$ cat src/rtl/act_requant_pack.sv
// Requantizes signed 16-bit neuron results to int8 (shift + saturate) and packs N lanes per vector.
// Optional macro ACT_ROUND_EN adds round-half-up ahead of the shift; default build truncates.
module act_requant_pack #(
    parameter int unsigned N  = 16,
    parameter int unsigned CW = 5
) (
    input  logic              clk,
    input  logic              reset,
    input  logic [15:0]       in_data,
    input  logic              in_valid,
    output logic              in_ready,
    input  logic [3:0]        shift,
    output logic [8*N-1:0]    vec_data,
    output logic              vec_valid,
    input  logic              vec_ready,
    output logic [CW-1:0]     fill_count
);

    localparam int unsigned LW = 8;
    localparam int unsigned VW = LW * N;

    logic [VW-1:0]      r_fill;
    logic [CW-1:0]      r_fill_count;
    logic               r_in_ready;
    logic [VW-1:0]      r_vec_data;
    logic               r_vec_valid;

    logic signed [16:0] w_ext;
    logic signed [16:0] w_sum;
    logic signed [16:0] w_t;
    logic [LW-1:0]      w_q;
    logic [VW-1:0]      w_fill_next;
    logic               w_accept;
    logic               w_xfer;
    logic               w_last;
    logic               w_slot_free;

`ifdef ACT_ROUND_EN
    logic signed [16:0] w_bias;
`endif

    // Requantize the incoming element: widen, optional rounding bias, arithmetic shift, clamp.
    always_comb begin
        w_ext = {in_data[15], in_data};
`ifdef ACT_ROUND_EN
        w_bias = '0;
        if (shift != 4'd0) begin
            w_bias = 17'sd1 <<< (shift - 4'd1);
        end
        w_sum = w_ext + w_bias;
`else
        w_sum = w_ext;
`endif
        w_t = w_sum >>> shift;
        if (w_t > 17'sd127) begin
            w_q = 8'h7F;
        end else if (w_t < -17'sd128) begin
            w_q = 8'h80;
        end else begin
            w_q = w_t[7:0];
        end
    end

    // Fill buffer as it will look with the current element written into its lane.
    always_comb begin
        w_fill_next = r_fill;
        for (int i = 0; i < int'(N); i++) begin
            if (r_fill_count == CW'(i)) begin
                w_fill_next[LW*i +: LW] = w_q;
            end
        end
    end

    assign w_accept    = in_valid & r_in_ready;
    assign w_xfer      = r_vec_valid & vec_ready;
    assign w_last      = w_accept && (r_fill_count == CW'(N - 1));
    assign w_slot_free = !r_vec_valid || vec_ready;

    // r_in_ready is the inverse of the fill-buffer-full flag, kept as its own register.
    always_ff @(posedge clk) begin
        if (reset) begin
            r_fill       <= '0;
            r_fill_count <= '0;
            r_in_ready   <= 1'b1;
            r_vec_data   <= '0;
            r_vec_valid  <= 1'b0;
        end else begin
            if (w_accept) begin
                r_fill       <= w_fill_next;
                r_fill_count <= w_last ? '0 : r_fill_count + CW'(1);
            end

            if (w_last && w_slot_free) begin
                r_vec_data  <= w_fill_next;
                r_vec_valid <= 1'b1;
            end else if (w_last) begin
                r_in_ready  <= 1'b0;
            end else if (!r_in_ready && w_xfer) begin
                r_vec_data  <= r_fill;
                r_vec_valid <= 1'b1;
                r_in_ready  <= 1'b1;
            end else if (w_xfer) begin
                r_vec_valid <= 1'b0;
            end
        end
    end

    assign in_ready   = r_in_ready;
    assign vec_data   = r_vec_data;
    assign vec_valid  = r_vec_valid;
    assign fill_count = r_fill_count;

endmodule

$ cat config.mk
export PLATFORM = sky130hd
export DESIGN_NAME = act_requant_pack
export DESIGN_NICKNAME = d
export VERILOG_FILES = /design/src/rtl/act_requant_pack.sv
export SDC_FILE = /design/constraint.sdc
export NUM_CORES = 1
export LEC_CHECK = 0
export ABC_CLOCK_PERIOD_IN_PS = 4400
export BUFFER_PORTS_ARGS = -buffer_cell sky130_fd_sc_hd__buf_2
export CELL_PAD_IN_SITES_DETAIL_PLACEMENT = 1
export CELL_PAD_IN_SITES_GLOBAL_PLACEMENT = 1
export CORE_ASPECT_RATIO = 1.1
export CORE_MARGIN = 3
export CORE_UTILIZATION = 30
export CTS_CLUSTER_SIZE = 10
export DETAILED_ROUTE_END_ITERATION = 6
export PLACE_DENSITY = 0.55
export SLEW_MARGIN = 20
export SYNTH_ARGS = -nofsm -noshare
export SYNTH_HDL_FRONTEND = slang
export SYNTH_SLANG_ARGS = --single-unit
$ cat constraint.sdc
create_clock -name clk -period 4.4 [get_ports clk]
set_clock_uncertainty 0.2 [all_clocks]
set_input_delay 0.88 -clock clk [delete_from_list [all_inputs] [get_ports clk]]
set_output_delay 0.88 -clock clk [all_outputs]
set_load 0.01 [all_outputs]
======== Word level (Yosys, flattened, before mapping) ========
Index checks and enable logic that the tools add are counted.
cells by class
  add/sub/neg operators ................... 1
  magnitude comparators ................... 2
  eq/ne operators ......................... 16
  shifts and indexed selects .............. 1
  muxes and demuxes ....................... 28
  bitwise logic cells ..................... 3
  reductions and logical operators ........ 13
operators with widths
  cell                   number
  $mux W128              3
  $mux W8                18
  $eq A5 B4 Y1 const B   8
  $eq A5 B3 Y1 const B   4
  $gt A17 B8 Y1 const B  1
  $lt A17 B8 Y1 const B  1
  $sshr A16 B4 Y17       1
  $eq A5 B2 Y1 const B   2
  $mux W1                6
  $reduce_and A2 Y1      3
  $add A5 B1 Y5 const B  1
  $eq A5 B1 Y1 const B   1
  $logic_not A5 Y1       1
  $mux W5                1
  $reduce_bool A2 Y1     2
  $logic_and A1 B1 Y1    3
  $reduce_bool A3 Y1     1
  $and A1 B1 Y1          2
  $logic_not A1 Y1       2
  $ne A2 B1 Y1 const B   1
  $logic_or A1 B1 Y1     1
  $not A1 Y1             1
storage, ports and cells
  bits in registers ....................... 263
  output and inout port bits .............. 135

======== Longest topological paths before layout ========
Gate-level depths: netlist of run 1.
  depth in word-level cells ............... 6
  gate-level depth with buffers ........... 10
  depth with buffers taken out ............ 7

======== Least setup slack after synthesis of run 1 ========
OpenSTA, ideal clock, no wires.
  path type ............................... input -> register
  start point ............................. in shift[1]
  end point ............................... reg r_fill[17]
  library setup time ...................... 0.128 ns
  arrival time ............................ 3.026 ns
  required time ........................... 4.072 ns
  path slack .............................. 1.047 ns
  stages .................................. 9
  path through ............................ buf_6 -> mux4_2 -> mux2_2 -> nand4b_1 -> or4_1 -> buf_6 -> a22oi_4 -> buf_6 -> a21oi_2
between the ends
  longest elaborated chain between the ends .. 5
  elaborated cells on any way between the ends .. 6
  classes of those cells .................. order compare (2); shift (1); mux (3)
ends and longest elaborated chain
  element                 RTL line  source
  start: declaration      12        input logic [3:0] shift,
  $sshr A16 B4 Y17 (*)    54        w_t = w_sum >>> shift;
  $lt A17 B8 Y1           57        end else if (w_t < -17'sd128) begin
  $mux W8                 57
  $mux W8 (*)             55        if (w_t > 17'sd127) begin
  $mux W8 (*)             68        if (r_fill_count == CW'(i)) begin
  end signal: assignment  89        r_fill <= w_fill_next;
  end: declaration        22        logic [VW-1:0] r_fill;
Every way passes the cells marked *; elsewhere a longest branch is shown, timed or not.
A chain may end at the register's enable or synchronous reset.

======== Final worst setup path of run 1 ========
  start point ............................. in shift[1]
  end point ............................... reg r_fill[24]
Same word-level chain as after synthesis.

==> flow_summary.ini, run 1 <==
[outcome]
outcome = complete, no violations

[place]
place_hpwl_um = 21500
portBuffers = 158
place_inst = 1675
gp_congestion = 0.809

[min_path]
hold_depth = 2
hp-class = flip-flop to flip-flop
holdPathEnd = vec_data[50]
hp-start = vec_data[50]

[logic_synthesis]
ys_seq_area_frac = 0.512
synthAdderAreaFrac = 0.00487
synth-xor-area-share = 0.000852
synth.area.mux_share = 0.0584
synth.most_common_cell = dfxtp_1
synth_compound_area_frac = 0.244
synth_area_leaders = dfxtp_1 (51%), nand2_1 (7.8%), a21oi_1 (7.8%)
async_flop_share = 0
synthTopCellsByCount = dfxtp_1 (263), nand2_1 (215), a21oi_1 (161), nor2_1 (93), o21ai_0 (84)
synth_top_family_by_area = compound AO/OA/AOI/OAI gates
synth_area_mm2 = 0.0103
syn_avg_cell_area_um2 = 9.00
synthSimpleGateAreaFrac = 0.132
synthDistinctLibCells = 53
synth_fp_nets = 1171
syn_inst = 1143
synth_edf_count = 0
synth.top_cell.area_share = 0.512
yosys_most_used_dff = dfxtp_1
yosysTopAreaCell = dfxtp_1
ys_seq_elements = 263
ys_warn_count = 0

[power]
pwr_density_cell_mw_per_mm2 = 397
peakVddDrop_mv = 0.278
pwr-share-clk = 0.439
p_comb_frac = 0.069
netSwitchingFraction = 0.239
power_leakage_nw = 4.65
seqPwrFrac = 0.491
p_switching_w = 0.00117
p_int_w = 0.00374
power.total_w = 0.00491

[worst_setup_path]
rr_startpoint = fill_count[0]
crit_fanout = 25
crit_required_ps = 4580
r2r_cells = 9
slowest_delay_ps = 580
arrival_ps = 3660
critPathLaunchType = primary input
cp_slowest_cell = mux4_2
endpoint_kind = flip-flop
r2r-end = vec_data[86]
critPathKind = primary input to flip-flop
reg2reg_slack_ps = 1540
cp_cell_sequence = buf_2 > mux4_2 > mux2_2 > nand4b_1 > or4_1 > buf_4 > a22oi_4 > buf_4 > a211oi_1
path_common_cell = buf_4

[die]
die_width_um = 183
top_level_ports = 159
rows = 70
start_util = 0.307
core_mm2 = 0.0335
die_area_mm2 = 0.0365
die_h_um = 200

[detailed_routing]
totalWireLength_um = 31900
drc = 0
drtPass1Iterations = 4
vias = 8587
ant_nets = 0
viasPerCell = 5.02
drt_iter0_drc = 441
avgRoutedWirePerCell_um = 18.6

[sta]
rsz0062_at_grt = no
slew_violations = 0
tightest_slew_ps = 1010
setup_viol = 0
fin_crit_ps = 3480
maxSlewHeadroom = 0.323
fin_setup_tns_ps = 0
fin_crit_sh = 0.790
fmax_mhz = 288
hold_viol = 0

[cells_and_area]
drive_gt1_frac = 0.235
syn_to_final_growth_pct = 20.3
nets = 1303
fin_cells = 1712
utilization = 0.369
antenna-diode-count = 0

[clock_tree]
cts_resized = 0
cts_tree = built
cts_made_buffers = 30
cts_setup_buffers = 0
clkLatencyLatePin_ps = 550
clk_pin_slew_ps = 50
htreeDepth = 1
clock_path_buffers = 3
cts.sink_count = 263
cts_hold_buf = 0
clock-root-buffer = clkbuf_16

[global_routing]
gr-total-overflow = 0
grt_max_degree = 92
antenna_found_initial = 1
gr-usage-all-layers = 0.169
grt_pass1_wl_um = 50700
grt_pass1_vias = 8682

[flow_run]
max-cap-violations = 0
## worst max-delay path: cells and delay by family
kind / cells / cell delay [ps]
buffers and inverters: 3 / 980
multiplexers: 2 / 880
AND/OR/NAND/NOR: 2 / 580
AO/OA/AOI/OAI: 2 / 320
## cell families after synthesis
logic type,Yosys count
compound gates,389
simple gates,339
flops,263
buf+inv,105
mux,42
fa+ha+maj,4
xor+xnor,1
## per-stage QoR
stage / hold slack, ps / worst slack, ps / cell area [um^2]
6_report: 247 / 922 / 12400
2_1_floorplan: 233 / 1050 / 10300
4_1_cts: 249 / 941 / 12400
3_5_place_dp: 244 / 378 / 11600
5_1_grt: 270 / 810 / 12400
3_3_place_gp: 239 / 418 / 11500
## layer usage
metal  wire length (um)  vias up  GRT usage  share of wire
li1                   -     4247          -              -
met1              15400     4122      0.243           0.48
met2              14400      168      0.269           0.45
met3               1420       48     0.0227          0.045
met4                679        2     0.0395          0.021
met5                  7        -          0        0.00022
## power groups by stage
stage | logic [W] | registers, W | clock network, W
detailed placement | 0.000344 | 0.00246 | 0
floorplan | 0.000224 | 0.00246 | 0
global route | 0.000372 | 0.00241 | 0.00233
CTS | 0.000346 | 0.00241 | 0.00224
finish | 0.000341 | 0.00241 | 0.00216
global placement | 0.000342 | 0.00246 | 0
## placed cells by master (no fill, tap or decap), drive strengths merged, types with 2 or more instances in the layout
cell	netlist	routed
o221ai	21	21
clkbuf	64	36
mux2	8	8
o211ai	3	3
or3	2	2
or2	4	4
nand2b	6	6
o32ai	2	2
mux2i	21	21
a31oi	8	8
nor3	6	6
buf	31	195
mux4	13	13
o311a	2	2
nor4	4	4
dfxtp	263	263
and2	4	4
ha	4	4
o21a	2	2
nor2	94	94
o21ai	85	85
nand2	215	215
a22oi	9	9
inv	9	10
a21oi	192	192
a211oi	55	55
a2111oi	2	2
## registers in the layout, indices dropped and copies added (netlist names)
| signal | cells |
|---|---|
| r_fill | 128 |
| vec_data | 128 |
| fill_count | 5 |
| in_ready | 1 |
| vec_valid | 1 |
## worst max path at each step
| stage | start | end | slack (ps) | depth (start not counted) |
|---|---|---|---|---|
| floorplan | shift[1] | r_fill[17] | 1050 | 9 |
| global placement | shift[1] | r_fill[24] | 420 | 9 |
| detailed placement | shift[1] | r_fill[24] | 380 | 9 |
| CTS | shift[1] | r_fill[24] | 940 | 9 |
| global route | shift[1] | r_fill[120] | 810 | 9 |
| finish | shift[1] | r_fill[24] | 920 | 9 |
## cell type report
type / count / area [um^2]
flip-flops and latches: 263 / 5270
repair buffers: 195 / 1170
multi-input cells: 775 / 4560
clock inverters: 1 / 16.3
fillers: 3911 / 21200
inverters: 10 / 37.5
clock buffers: 36 / 783
well taps: 432 / 541
Note: power is estimated with default switching activity, not from simulation.
==> run 2: changes to the inputs <==
Settings changed: ABC_CLOCK_PERIOD_IN_PS 4400 to 3500.
Clock period 4.4 ns to 3.5 ns, I/O delays scaled along.
==> flow_summary.ini, run 2 (synthesis results as in run 1) <==
[worst_setup_path]
cp_slowest_cell = dfxtp_1
crit_required_ps = 3760
path_common_cell = buf_4
crit_fanout = 43
arrival_ps = 3260
critPathKind = flip-flop to flip-flop
critPathLaunchType = flip-flop
critical-path-top-delay-family = simple AND/OR/NAND/NOR gates
cp_cell_sequence = ha_1 > nand2b_1 > nor3_2 > buf_4 > o21ai_1 > nand2_4 > buf_4 > o221ai_1 > a31oi_1
endpoint_kind = flip-flop
slowest_delay_ps = 440
path_buf_inv = 2

[die]
start_util = 0.307
die_area_mm2 = 0.0365
top_level_ports = 159
die_width_um = 183
core_mm2 = 0.0335
die_h_um = 200
rows = 70

[power]
power.total_w = 0.00634
power_leakage_nw = 4.79
pwr_density_cell_mw_per_mm2 = 502
peakVddDrop_mv = 0.332

[sta]
fin_crit_ps = 3000
setup_viol = 0
rsz0062_at_grt = no
maxSlewHeadroom = 0.271
fmax_mhz = 333
hold_viol = 0
slew_violations = 0
tightest_slew_ps = 1090
fin_crit_sh = 0.858
fin_ws_ps = 495

[global_routing]
gr-total-overflow = 0
antenna_found_initial = 0
grt_pass1_wl_um = 50900
gr-usage-all-layers = 0.169
grt_max_degree = 164
grt_pass1_vias = 8841

[cells_and_area]
register_area_mm2 = 0.00527
drive_gt1_frac = 0.245
syn_to_final_growth_pct = 22.9
multi_input_area_mm2 = 0.00456
antenna-diode-count = 0
nets = 1318
final_common_cell = dfxtp_1
design_area_mm2 = 0.0126
nFillCells = 3949
mostFrequentLayoutCells = dfxtp_1 (263), nand2_1 (214), a21oi_1 (161)

[place]
placed_cell_area_mm2 = 0.0118
gp_congestion = 0.797
place_hpwl_um = 21400
place_ws_ps = -7.42
portBuffers = 158

[detailed_routing]
viasPerCell = 4.97
drt_iter0_drc = 460
topRoutingLayerUsed = met4
avgRoutedWirePerCell_um = 18.3
drc = 0
wl_met2_um = 14500
totalWireLength_um = 31800
ant_nets = 0
vias = 8614
m1WireLength_um = 15300
wl_met3_um = 1450
drtPass1Iterations = 4

[clock_tree]
clkLatencyLatePin_ps = 550
cts_hold_buf = 0
clk_pin_slew_ps = 60
clock_path_buffers = 3
cts_setup_buffers = 0
cts.sink_count = 263
cts_tree = built
htreeDepth = 1
clock-root-buffer = clkbuf_16
cts_resized = 0
cts_made_buffers = 31

[min_path]
hp-class = flip-flop to flip-flop

[outcome]
outcome = complete, no violations

[flow_run]
max-cap-violations = 0
## run 2: cell types whose count changed in the layout (fill, tap and decap cells not counted), sizes merged
cell	before	now
buf	195	209
clkbuf	36	41
inv	10	11
## run 2: area by class of cell
cell class	count	share of cell area
inverter	10	0.00297
sequential	263	0.417
timing repair buffer	209	0.108
tap	432	0.0428
multi-input combinational	775	0.361
clock inverter	2	0.00109
clock buffer	41	0.0675
## run 2: metal layers
layer | GRT usage | vias up
li1 | - | 4293
met1 | 0.238 | 4130
met2 | 0.275 | 160
met3 | 0.0274 | 31
met4 | 0.0329 | 0
met5 | 0 | -
## run 2: stage by stage
stage | utilization | std cells | setup TNS, ps | hold WS, ps
floorplan | - | 1143 | 0 | 233
global placement | 0.351 | 1689 | 0 | 237
detailed placement | 0.351 | 1689 | -12.1 | 242
CTS | 0.377 | 1732 | 0 | 250
global route | 0.377 | 1732 | 0 | 262
finish | 0.377 | 1732 | 0 | 247
## run 2: worst paths after layout
check / start / to / slack (ps) / depth (start not counted)
min: vec_data[70] / vec_data[70] / 250 / 2
max: fill_count[1] / vec_data[102] / 500 / 9
min reg2reg: vec_data[70] / vec_data[70] / 250 / 2
max reg2reg: fill_count[1] / vec_data[102] / 500 / 9
## run 2: worst register-to-register path: cells and delay by family (launching register included)
kind / cells / cell delay, ps
AOI/OAI and AO/OA: 3 / 560
adders and majority gates: 1 / 210
buffers and inverters: 2 / 640
DFF: 1 / 440
and+or+nand+nor: 3 / 850
## run 2: power by group
group	switching, W	total (W)	internal, W
Combinational	0.000298	0.000473	0.000175
Clock	0.00117	0.00284	0.00166
Sequential	0.0000143	0.00303	0.00302
